[src/rtl/pipe_hazard_ctrl.sv]
// Pipeline hazard controller for a classic 5-stage in-order pipeline.
// Tracks the destination of the instructions in EX, MEM and WB, raises a
// combinational stall on read-after-write hazards that forwarding cannot
// cover, raises flush on a taken redirect, and produces registered operand
// forwarding selects for the instruction entering EX.
module pipe_hazard_ctrl #(
    parameter int RA_W     = 4,
    parameter int FWD_EN   = 1,
    parameter int ZERO_REG = 0,
    parameter int CNT_W    = 16
) (
    input  logic             Clk,
    input  logic             Rst,
    input  logic             id_valid,
    input  logic [RA_W-1:0]  id_rs1,
    input  logic [RA_W-1:0]  id_rs2,
    input  logic             id_rs1_used,
    input  logic             id_rs2_used,
    input  logic             id_wr_en,
    input  logic [RA_W-1:0]  id_rd,
    input  logic             id_is_load,
    input  logic             ex_redirect,
    output logic             stall,
    output logic             flush,
    output logic [1:0]       fwd_a,
    output logic [1:0]       fwd_b,
    output logic [CNT_W-1:0] stall_cnt,
    output logic [CNT_W-1:0] flush_cnt
);

    // Operand select encodings seen by the EX-stage operand muxes.
    localparam logic [1:0] SEL_RF  = 2'b00;
    localparam logic [1:0] SEL_MEM = 2'b01;
    localparam logic [1:0] SEL_WB  = 2'b10;

    // Shadow slot indices.
    localparam int EX  = 0;
    localparam int MEM = 1;
    localparam int WB  = 2;

    typedef struct packed {
        logic            valid;
        logic            wr_en;
        logic [RA_W-1:0] rd;
        logic            is_load;
    } slot_t;

    slot_t [2:0]      slot_q;
    slot_t [2:0]      slot_d;
    logic [1:0]       fwd_a_q;
    logic [1:0]       fwd_a_d;
    logic [1:0]       fwd_b_q;
    logic [1:0]       fwd_b_d;
    logic [CNT_W-1:0] stall_cnt_q;
    logic [CNT_W-1:0] stall_cnt_d;
    logic [CNT_W-1:0] flush_cnt_q;
    logic [CNT_W-1:0] flush_cnt_d;

    logic             need_rs1;
    logic             need_rs2;
    logic [1:0]       hit_rs1;
    logic [1:0]       hit_rs2;
    logic             raw_hazard;
    logic             enter_valid;

    // A source only matters when the ID instruction is real and actually
    // reads it; a hard-wired zero register never carries a dependency.
    assign need_rs1 = id_valid & id_rs1_used & ~((ZERO_REG != 0) && (id_rs1 == '0));
    assign need_rs2 = id_valid & id_rs2_used & ~((ZERO_REG != 0) && (id_rs2 == '0));

    // Per-slot producer match for the EX and MEM slots. The WB slot is never
    // consulted: the register file writes before it is read.
    genvar gi;
    generate
        for (gi = 0; gi < 2; gi++) begin : g_hit
            assign hit_rs1[gi] = slot_q[gi].valid & slot_q[gi].wr_en &
                                 (slot_q[gi].rd == id_rs1) & need_rs1;
            assign hit_rs2[gi] = slot_q[gi].valid & slot_q[gi].wr_en &
                                 (slot_q[gi].rd == id_rs2) & need_rs2;
        end
    endgenerate

    // With forwarding only a load in EX cannot supply its result in time;
    // without forwarding any in-flight producer ahead of WB must drain.
    generate
        if (FWD_EN != 0) begin : g_raw_fwd
            assign raw_hazard = slot_q[EX].is_load & (hit_rs1[EX] | hit_rs2[EX]);
        end else begin : g_raw_nofwd
            assign raw_hazard = (|hit_rs1) | (|hit_rs2);
        end
    endgenerate

    // Redirect beats stall; both are held low while reset is asserted.
    assign flush = Rst & ex_redirect;
    assign stall = Rst & raw_hazard & ~ex_redirect;

    // The ID instruction moves into EX only when it is neither held nor squashed.
    assign enter_valid = id_valid & ~stall & ~flush;

    // Shadow slot advance: the ID fields enter EX, older slots shift down.
    always_comb begin
        slot_d              = slot_q;
        slot_d[WB]          = slot_q[MEM];
        slot_d[MEM]         = slot_q[EX];
        slot_d[EX].valid    = enter_valid;
        slot_d[EX].wr_en    = id_wr_en;
        slot_d[EX].rd       = id_rd;
        slot_d[EX].is_load  = id_is_load;
    end

    // Forwarding select for the instruction entering EX; the EX-slot
    // producer is younger than the MEM-slot one, so it is checked first.
    always_comb begin
        fwd_a_d = SEL_RF;
        fwd_b_d = SEL_RF;
        if ((FWD_EN != 0) && enter_valid) begin
            if (hit_rs1[EX]) begin
                fwd_a_d = SEL_MEM;
            end else if (hit_rs1[MEM]) begin
                fwd_a_d = SEL_WB;
            end
            if (hit_rs2[EX]) begin
                fwd_b_d = SEL_MEM;
            end else if (hit_rs2[MEM]) begin
                fwd_b_d = SEL_WB;
            end
        end
    end

    // Saturating event counters for stall and flush cycles.
    always_comb begin
        stall_cnt_d = stall_cnt_q;
        flush_cnt_d = flush_cnt_q;
        if (stall && (stall_cnt_q != '1)) begin
            stall_cnt_d = stall_cnt_q + 1'b1;
        end
        if (flush && (flush_cnt_q != '1)) begin
            flush_cnt_d = flush_cnt_q + 1'b1;
        end
    end

    // State registers with synchronous active-low reset.
    always_ff @(posedge Clk) begin
        if (!Rst) begin
            slot_q      <= '0;
            fwd_a_q     <= SEL_RF;
            fwd_b_q     <= SEL_RF;
            stall_cnt_q <= '0;
            flush_cnt_q <= '0;
        end else begin
            slot_q      <= slot_d;
            fwd_a_q     <= fwd_a_d;
            fwd_b_q     <= fwd_b_d;
            stall_cnt_q <= stall_cnt_d;
            flush_cnt_q <= flush_cnt_d;
        end
    end

    assign fwd_a     = fwd_a_q;
    assign fwd_b     = fwd_b_q;
    assign stall_cnt = stall_cnt_q;
    assign flush_cnt = flush_cnt_q;

    // The WB slot and the non-EX load flags are tracked for pipeline
    // visibility but nothing downstream needs them.
    logic slot_unused;
    assign slot_unused = ^{slot_q[WB], slot_q[MEM].is_load, slot_q[EX].is_load};

endmodule

[config.mk]
export PLATFORM = sky130hd
export DESIGN_NAME = pipe_hazard_ctrl
export DESIGN_NICKNAME = d
export VERILOG_FILES = /design/src/rtl/pipe_hazard_ctrl.sv
export SDC_FILE = /design/constraint.sdc
export NUM_CORES = 1
export LEC_CHECK = 0
export BUFFER_PORTS_ARGS = -buffer_cell sky130_fd_sc_hd__buf_2
export CAP_MARGIN = 5
export CORE_MARGIN = 3
export CORE_UTILIZATION = 53
export DETAILED_ROUTE_END_ITERATION = 7
export PLACE_DENSITY = 0.83
export RECOVER_POWER = 100
export SLEW_MARGIN = 20
export SYNTH_ARGS = -nofsm -noshare
export SYNTH_HDL_FRONTEND = slang
export SYNTH_SLANG_ARGS = --single-unit
[constraint.sdc]
create_clock -name Clk -period 3 [get_ports Clk]
set_input_delay 0.9 -clock Clk [delete_from_list [all_inputs] [get_ports Clk]]
set_output_delay 0.9 -clock Clk [all_outputs]
set_load 0.02 [all_outputs]
==> metrics.txt, run 1 <==
status=finished, final reports clean; Synth Instances=267; filler instances=351; DIE WIDTH=72.64 um; GPL Wtd Cong=0.8786; register area share after synthesis=41.68%; Reg area=980.9 um^2; Post-synth EDFFs=0; cts hold-fix bufs=0; clock root cell=clkbuf_8; Reg clk slew, reported paths=0.09 ns; Starting Density=56.79%; min Tclk post-route=2.979 ns; Final setup viols=0; TritonCTS clock tree=built; MaxCap Viol Count=0; period utilisation layout=99.30%; worst setup margin=0.02110 ns; first-pass GRT wire length=9252 um; synth warn=0; Routed WL=5640 um; fin util=69.11%; Synth Cell Area=2354 um^2; Worst Hold Class=flip-flop to flip-flop; Critical Path RT=2.10 ns; layout cell share with drive strength beyond 1=14.93%; max-slew violation count=0; worst-path maximum fanout=2; power density over the cells=440.3 nW/um^2; FF+latch count, synth=49; Design Area, Final=2864 um^2; Fin. Hold Viols=0; Critical Path Sink Type=primary output; area grow syn2layout=21.69%; Rows=23; ys async rst share=0%; largest net degree at the start of global routing=30; ANT nets after route=0; dpl ws=-0.1226 ns; critical path type=primary input to primary output; fmax=335.7 MHz; Mean Syn Cell Area=8.815 um^2; Synth Flop Type=dfxtp_1; H-tree levels=2; DIE HEIGHT=72.64 um; DRC Markers=0; arrival time worst endpoint=2.08 ns; clock sinks=49; initial DRC count=135; Worst-Margin Slew=0.8146 ns; Synthesized Nets=289; CORE AREA=4144 um^2; DP Area=2726 um^2; initial antenna violation count=0; n_diodes=0; Fin Clk Skew=0.003536 ns; Ports=58; peak supply drop=0.2201 mV; TNS Setup=0 ns; CTS Buf Count=5; GRT Util Overall=21.95%; Die ar.=5276 um^2; Unique masters post-synth=50; Pre-antenna DRT Iters=4; nets=356; GR Overflow Total=0; total design power=0.001261 W; number of global-route vias before repair=2,076; Max clock buf depth=2; worst-skew pair later-pin latency=0.30 ns; via count=2,218; IO Port Bufs=57; Wirelength per Cell=14.65 um; startpoint types=primary input; area occupied by multi-input gates=1333 um^2; DP HPWL=3865 um; Pleak=1.016 nW; via/cell ratio=5.761; Relative slew margins=45.69%
-- metal layers --
layer / track usage [%] / up-vias / part of all wire (%)
met4: 10.45 / 0 / 2.0
met5: 0 / - / 0
met1: 27.81 / 1036 / 44
met3: 3.444 / 13 / 5.6
li1: - / 1107 / -
met2: 36.37 / 62 / 49
-- final timing paths --
| check | from | end | slack [ns] | cells after the start |
|---|---|---|---|---|
| max | id_rs2[2] | stall | 0.02 | 6 |
| min | slot_d[7] | fwd_a[0] | 0.48 | 1 |
| max reg2reg | slot_d[8] | stall_cnt[5] | 0.83 | 6 |
| min reg2reg | slot_d[7] | fwd_a[0] | 0.48 | 1 |
-- power breakdown --
group	switching, W	total [W]	internal [W]
registers	0.0000120	0.000673	0.000661
logic	0.0000502	0.0000979	0.0000478
clock network	0.000219	0.000490	0.000271
-- flip-flops by register name (all words and copies together), names as in the netlist --
| name | cells |
|---|---|
| flush_cnt | 16 |
| fwd_a | 2 |
| fwd_b | 2 |
| slot_d | 13 |
| stall_cnt | 16 |
-- layout by cell type, fill, tap and decap left out, drive strengths merged, types with 2 or more instances in the layout --
cell type  count
buf           30
inv            6
nand3         18
or3            7
clkbuf        47
mux2i          4
nand3b         4
nor3           6
dfxtp         49
nand4b         3
and3           3
o211ai         2
nand2         19
o31ai          5
o21ai          7
or4            9
nand4         11
nor2          22
xor2           9
nor4           5
or3b           2
a21oi         13
xnor2         17
and2          15
a311oi         2
ha             2
-- Yosys cell counts, drive strengths merged, types with 2 or more instances --
cell type,n,area (um^2)
o211ai,2,15.01
a21oi,13,65.06
o31ai,5,37.54
buf,5,42.53
or3b,2,17.52
xor2,9,78.83
and2,15,93.84
ha,2,25.02
nand2,19,71.32
mux2i,4,40.04
or3,7,43.79
o21ai,7,35.03
dfxtp,49,980.9
or4,9,67.56
nand4b,3,26.28
xnor2,17,148.9
inv,6,22.52
nor4,5,31.28
a311oi,2,17.52
nand3,18,90.09
nand3b,4,30.03
nand4,11,75.07
clkbuf,6,22.52
and3,3,18.77
nor2,22,101.4
nor3,6,30.03
-- metrics by stage --
stage,instances,hold slack (ns)
after detailed placement,375,0.4679
after floorplan,267,0.4158
final,385,0.4821
after global routing,385,0.5078
after global placement,375,0.4555
after CTS,385,0.4887
-- critical path, stage by stage --
cell      delay (ns)
buf_2           0.12
xnor2_2         0.19
nand3_1         0.12
or3b_4          0.42
a21boi_2        0.18
buf_6           0.14
-- cells by family (layout without fill, tap and decap cells) --
kind of cell / count (synthesis) / count (layout) / share of synthesized area (%)
xor gates and xnor gates: 26 / 26 / 9.676
DFF: 49 / 49 / 41.68
and+or+nand+nor: 129 / 129 / 31.31
buffers and inverters: 18 / 86 / 3.880
AOI/OAI and AO/OA: 39 / 39 / 10.69
adders and majority gates: 2 / 2 / 1.063
muxes: 4 / 4 / 1.701
-- area by class of cell --
| type | count | area share [%] |
|---|---|---|
| clock inverters | 2 | 1.311 |
| multi-input cells | 200 | 46.53 |
| flip-flops and latches | 49 | 34.25 |
| inverters | 7 | 0.9174 |
| well taps | 50 | 2.184 |
| repair buffers | 71 | 11.93 |
| clock buffers | 6 | 2.883 |
-- repair_timing --
| item | in CTS | in global routing |
|---|---|---|
| setup buffers | 2 | 0 |
| resized for setup | 10 | 1 |
| pin swaps | 2 | 2 |
| endpoints found under the setup margin | 1 | 1 |
(Power assumes the default switching activity.)
==> run 2: changes to the inputs <==
==> constraint.sdc (replaced) <==
create_clock -name Clk -period 2.84 [get_ports Clk]
set_input_delay 0.852 -clock Clk [delete_from_list [all_inputs] [get_ports Clk]]
set_output_delay 0.852 -clock Clk [all_outputs]
set_load 0.02 [all_outputs]
==> metrics.txt, run 2 (synthesis gave the netlist of run 1 again) <==
status=finished, final reports clean; CORE AREA=4144 um^2 (unchanged); RR Startpoint=slot_d[10]; Final setup viols=0 (unchanged); clock sinks=49 (unchanged); Routed WL=5995 um (+6.3%); GRT Util Overall=23.24% (+1.3 points); critical path type=primary input to primary output; Relative slew margins=45.72% (about the same); IO Port Bufs=57 (unchanged); worst-skew pair later-pin latency=0.31 ns (about the same); n_diodes=0 (unchanged); nets=361 (+1.4%); dpl ws=-0.1968 ns (-0.07421 ns); worst path cell trace=buf_8 -> xnor2_4 -> nand3_2 -> or3b_4 -> a21boi_4 -> buf_6; filler instances=310 (-12%); min Tclk post-route=2.831 ns; period utilisation layout=99.70%; DP HPWL=4000 um (+3.5%); power density over the cells=423.4 nW/um^2 (-3.8%); RSZ-0062 raised after global routing=true; commonest non-fill, non-tap cells in the layout=buf_2 (51), dfxtp_1 (49), nor2_1 (20); ANT nets after route=0 (unchanged); Worst R2R Path Depth=7 (+1); worst hold path depth=1 (unchanged); DIE HEIGHT=72.64 um (unchanged); clock root cell=clkbuf_8; via/cell ratio=5.749 (-0.21%); Rows=23 (unchanged); Ports=58 (unchanged); Fin. Hold Viols=0 (unchanged); Max clock buf depth=2 (unchanged); initial antenna violation count=0 (unchanged); hold_sp=slot_d[7]; peak supply drop=0.2874 mV (+31%); reg2reg setup slack=0.59 ns (-0.24 ns); worst setup margin=0.008566 ns (-0.01254 ns); worst-path maximum fanout=2 (unchanged); Reg area=980.9 um^2 (unchanged); Fin Clk Skew=0.01028 ns (+0.006746 ns); number of global-route vias before repair=2,097 (+1.0%); Critical Path RT=1.99 ns (-0.11 ns); GPL Wtd Cong=0.8498 (-3.3%); total design power=0.001272 W (+0.90%); H-tree levels=2 (unchanged); max-slew violation count=0 (unchanged); Pleak=1.216 nW (+20%); Starting Density=56.79% (unchanged); Pre-antenna DRT Iters=4 (unchanged); MaxCap Viol Count=0 (unchanged); largest net degree at the start of global routing=29 (-3.3%); initial DRC count=163 (+21%); most common cell after layout, fill and taps aside=buf_2; DRC Markers=0 (unchanged); layout cell share with drive strength beyond 1=27.94% (+13 points); GR Overflow Total=0 (unchanged); area grow syn2layout=27.70%; startpoint types=primary input; Worst Hold Class=flip-flop to flip-flop; Slowest cell on crit path=or3b_4; FF-to-FF End=stall_cnt[5]; Die ar.=5276 um^2 (unchanged); CTS Buf Count=5 (unchanged); Crit path largest cell delay=0.41 ns (about the same); via count=2,242 (+1.1%); DIE WIDTH=72.64 um (unchanged); TritonCTS clock tree=built; first-pass GRT wire length=9729 um (+5.2%); Wirelength per Cell=15.37 um (+4.9%); worst hold path endpoint=fwd_a[0]; Worst-Margin Slew=0.8142 ns (-0.0004324 ns); area occupied by multi-input gates=1381 um^2 (+3.7%); fmax=353.2 MHz; arrival time worst endpoint=1.98 ns (-0.10 ns); Critical Path Sink Type=primary output; Reg clk slew, reported paths=0.09 ns (about the same)
run 2: changes by cell type in the layout (fill, tap and decap cells not counted), sizes merged:
cell / before / now
buf: 30 / 74
clkbuf: 47 / 8
clkinv: 1 / 3
bufinv: 1 / 0
clkinvlp: 1 / 0
run 2: critical path: cells and delay by family:
family                 cells  cell delay [ns]
XOR/XNOR                   1             0.17
buffers and inverters      2             0.24
AO/OA/AOI/OAI              1             0.19
AND/OR/NAND/NOR            2             0.52
run 2: stage by stage:
step	hold slack, ns	cell area (um^2)	utilization (%)	cells	setup TNS, ns
6_report	0.4788	3005	72.52	390	0
5_1_grt	0.4944	3005	72.52	390	-0.02582
4_1_cts	0.4715	2909	70.20	387	0
3_5_place_dp	0.4585	2760	66.61	379	-0.1968
3_3_place_gp	0.4565	2760	66.61	379	-0.1150
2_1_floorplan	0.4167	2357	-	267	0
run 2: how the worst max path moves through the flow:
| stage | start | to | slack [ns] | cells past startpoint |
|---|---|---|---|---|
| floorplan | id_rs1[1] | stall | 0.10 | 4 |
| global placement | id_rs1[0] | stall | -0.12 | 6 |
| detailed placement | id_rs1[0] | stall | -0.20 | 6 |
| CTS | id_rs2[2] | stall | 0.009 | 6 |
| global route | id_rs2[2] | stall | -0.03 | 6 |
| finish | id_rs1[3] | stall | 0.009 | 6 |
run 2: per-layer routing:
metal | vias up | track usage [%] | wire length (um) | part of all wire [%]
met4 | 0 | 8.607 | 92 | 1.5
met1 | 1033 | 29.03 | 2504 | 42
met3 | 14 | 4.959 | 365 | 6.1
li1 | 1110 | - | - | -
met5 | - | 0 | 0 | 0
met2 | 85 | 39.28 | 3033 | 51
run 2: power by group:
| part | switching (W) | internal [W] |
|---|---|---|
| clock | 0.000237 | 0.000198 |
| sequential | 0.0000143 | 0.000698 |
| combinational | 0.0000594 | 0.0000663 |
| total | 0.000310 | 0.000962 |
run 2: area by class of cell:
class | count | area share (%)
repair buffers | 76 | 15.24
multi-input cells | 200 | 45.96
inverters | 7 | 0.8743
clock buffers | 6 | 2.748
well taps | 50 | 2.082
clock inverters | 2 | 0.4580
flip-flops and latches | 49 | 32.64
run 2: repair_timing:
| item | in CTS | in global routing |
|---|---|---|
| pin swaps | 8 | 8 |
| setup buffers | 0 | 3 |
| gates resized for setup | 9 | 15 |
| setup endpoints to repair | 1 | 1 |
| hold buffers | 0 | 0 |
==> run 3: changes to the inputs <==
--- a/config.mk
+++ b/config.mk
@@ -5,12 +5,14 @@
 export SDC_FILE = /design/constraint.sdc
 export NUM_CORES = 1
 export LEC_CHECK = 0
+export ABC_AREA = 1
 export BUFFER_PORTS_ARGS = -buffer_cell sky130_fd_sc_hd__buf_2
 export CAP_MARGIN = 5
 export CORE_MARGIN = 3
-export CORE_UTILIZATION = 53
+export CORE_UTILIZATION = 54
+export CTS_BUF_LIST = sky130_fd_sc_hd__clkbuf_16
 export DETAILED_ROUTE_END_ITERATION = 7
-export PLACE_DENSITY = 0.83
+export PLACE_DENSITY = 0.84
 export RECOVER_POWER = 100
 export SLEW_MARGIN = 20
 export SYNTH_ARGS = -nofsm -noshare
==> metrics.txt, run 3 <==
Critical Path RT=1.99 ns (about the same); Ports=58 (unchanged); Synth Area in Simple Gates=37.19% (+5.9 points); Critical Path Sink Type=primary output; Pleak=1.372 nW (+13%); area grow syn2layout=14.74%; cts hold-fix bufs=0 (unchanged); DP HPWL=4068 um (+1.7%); Rows=24 (+4.3%); area share of the largest cell type after synthesis=37.53% (-4.2 points); worst-path maximum fanout=4 (+2); Post-synth EDFFs=0 (unchanged); Fin. Hold Viols=0 (unchanged); Synth Cell Area=2614 um^2 (+11%); Wirelength per Cell=10.96 um (-29%); startpoint types=primary input; synth warn=0 (unchanged); fmax=371.8 MHz (+5.3%); FF+latch count, synth=49 (unchanged); CTS Buf Count=5 (unchanged); Synthesized Nets=409 (+42%); largest net degree at the start of global routing=42 (+45%); DIE HEIGHT=75.57 um (+4.0%); GRT Util Overall=19.98% (-3.3 points); Fin Clk Skew=0.006465 ns (-0.003817 ns); MaxCap Viol Count=1 (+1); Relative slew margins=-7.799% (-54 points); ys async rst share=0% (unchanged); Reg clk slew, reported paths=0.06 ns (-0.03 ns); compound-gate portion of the synthesized area=7.420% (-3.3 points); Starting Density=58.03% (+1.2 points); critical path type=primary input to primary output; Post-synth top cells=nand2_1 (106), inv_1 (72), dfxtp_1 (49), nor2_1 (49), nand3_1 (15); first-pass GRT wire length=8928 um (-8.2%); status=finished, violations left; register area share after synthesis=37.53% (-4.2 points); clock sinks=49 (unchanged); min Tclk post-route=2.690 ns (-0.1416 ns); IO Port Bufs=57 (unchanged); Post-CTS Resized=0 (-9); CORE AREA=4504 um^2 (+8.7%); ANT nets after route=0 (unchanged); initial DRC count=110 (-33%); Unique masters post-synth=33 (-34%); top area cells in the synthesized netlist=dfxtp_1 (38%), nand2_1 (15%), inv_1 (10%); RSZ-0062 raised after global routing=false; Synth area leader=dfxtp_1; total design power=0.001368 W (+7.6%); largest family of logic cells by synthesized area=simple AND/OR/NAND/NOR gates; peak supply drop=0.3341 mV (+16%); via count=2,464 (+9.9%); failing checks=max-capacitance violations, max-slew violations; layout cell share with drive strength beyond 1=12.33% (-16 points); GR Overflow Total=0 (unchanged); Synth Instances=387 (+45%); TritonCTS clock tree=built; arrival time worst endpoint=1.84 ns (-0.14 ns); n_diodes=0 (unchanged); period utilisation layout=94.71% (-5.0 points); nets=467 (+29%); via/cell ratio=4.948 (-14%); Worst Hold Class=flip-flop to flip-flop; XOR/XNOR share of the synthesized area=3.016% (-6.7 points); TNS Setup=0 ns (unchanged); Final setup viols=0 (unchanged); most common cell after layout, fill and taps aside=nand2_1; initial antenna violation count=0 (unchanged); clock root cell=clkbuf_16; commonest non-fill, non-tap cells in the layout=nand2_1 (106), inv_1 (73), nor2_1 (49), dfxtp_1 (49), clkbuf_1 (40); GPL Wtd Cong=0.8913 (+4.9%); Worst-Margin Slew=1.617 ns (+0.8028 ns); Routed WL=5458 um (-9.0%); DRC Markers=0 (unchanged); placed insts=490 (+29%); max-slew violation count=42 (+42); worst-skew pair later-pin latency=0.29 ns (-0.02 ns); power density over the cells=456.3 nW/um^2 (+7.8%); number of global-route vias before repair=2,180 (+4.0%); Max clock buf depth=2 (unchanged); DIE WIDTH=75.57 um (+4.0%); Die ar.=5711 um^2 (+8.2%); Pre-antenna DRT Iters=7 (+3); Layout Cells excl Fill=498 (+28%); top-count cell post-synth=nand2_1; H-tree levels=2 (unchanged); Synth Flop Type=dfxtp_1; Mean Syn Cell Area=6.754 um^2 (-23%); Setup Fix Bufs, Post-CTS=0 (unchanged); Synth Area in Adders=0.9574% (-0.11 points); mux contribution to synthesized area=0% (-1.7 points)
## run 3: cell type report
| class | count | area [um^2] |
|---|---|---|
| inverter | 77 | 289.0 |
| timing repair buffer | 60 | 252.7 |
| clock buffer | 5 | 125.1 |
| tap | 52 | 65.06 |
| clock inverter | 3 | 16.27 |
| sequential | 49 | 980.9 |
| fill | 429 | 1505 |
| multi-input combinational | 252 | 1270 |
## run 3: power by group
| part | internal [W] | switching [W] |
|---|---|---|
| sequential | 0.000698 | 0.00000917 |
| clock | 0.000323 | 0.000247 |
| combinational | 0.0000357 | 0.0000553 |
| total | 0.00106 | 0.000311 |
## run 3: kinds of logic (layout without fill, tap and decap cells)
family                   count (synthesis)  in the layout
flip-flops                              49             49
AO/OA/AOI/OAI                           36             36
buffers and inverters                   86            145
XOR/XNOR                                 9              9
adder cells (fa/ha/maj)                  2              2
AND/OR/NAND/NOR                        205            205
## run 3: layer usage
metal | part of all wire [%] | GRT usage, %
met2 | 50 | 36.91
met4 | 1.5 | 7.184
met3 | 4.3 | 4.222
met1 | 44 | 22.46
met5 | 0 | 0
## run 3: stage by stage
| step | worst slack (ns) | cell area [um^2] | hold slack (ns) | utilization, % |
|---|---|---|---|---|
| 2_1_floorplan | 0.2456 | 2614 | 0.4071 | - |
| 3_3_place_gp | 0.2357 | 2913 | 0.4262 | 64.67 |
| 3_5_place_dp | 0.1716 | 2913 | 0.4281 | 64.67 |
| 4_1_cts | 0.1694 | 3054 | 0.4421 | 67.81 |
| 5_1_grt | 0.04531 | 2999 | 0.4712 | 66.58 |
| 6_report | 0.1501 | 2999 | 0.4391 | 66.58 |
## run 3: final timing paths
kind | startpoint | endpoint | slack (ns) | cells after the start
worst min-delay path | slot_d[12] | slot_d[19] | 0.44 | 2
worst max register to register | flush_cnt[0] | flush_cnt[5] | 0.92 | 12
worst max-delay path | id_rs1[1] | stall | 0.15 | 8
worst min register to register | slot_d[12] | slot_d[19] | 0.44 | 2
## run 3: worst max-delay path, cell delays in order
cell	delay, ns
buf_2	0.11
inv_1	0.04
nand2_1	0.05
nand2_1	0.05
nor2_1	0.15
nand3_2	0.15
a21boi_1	0.23
clkbuf_2	0.21
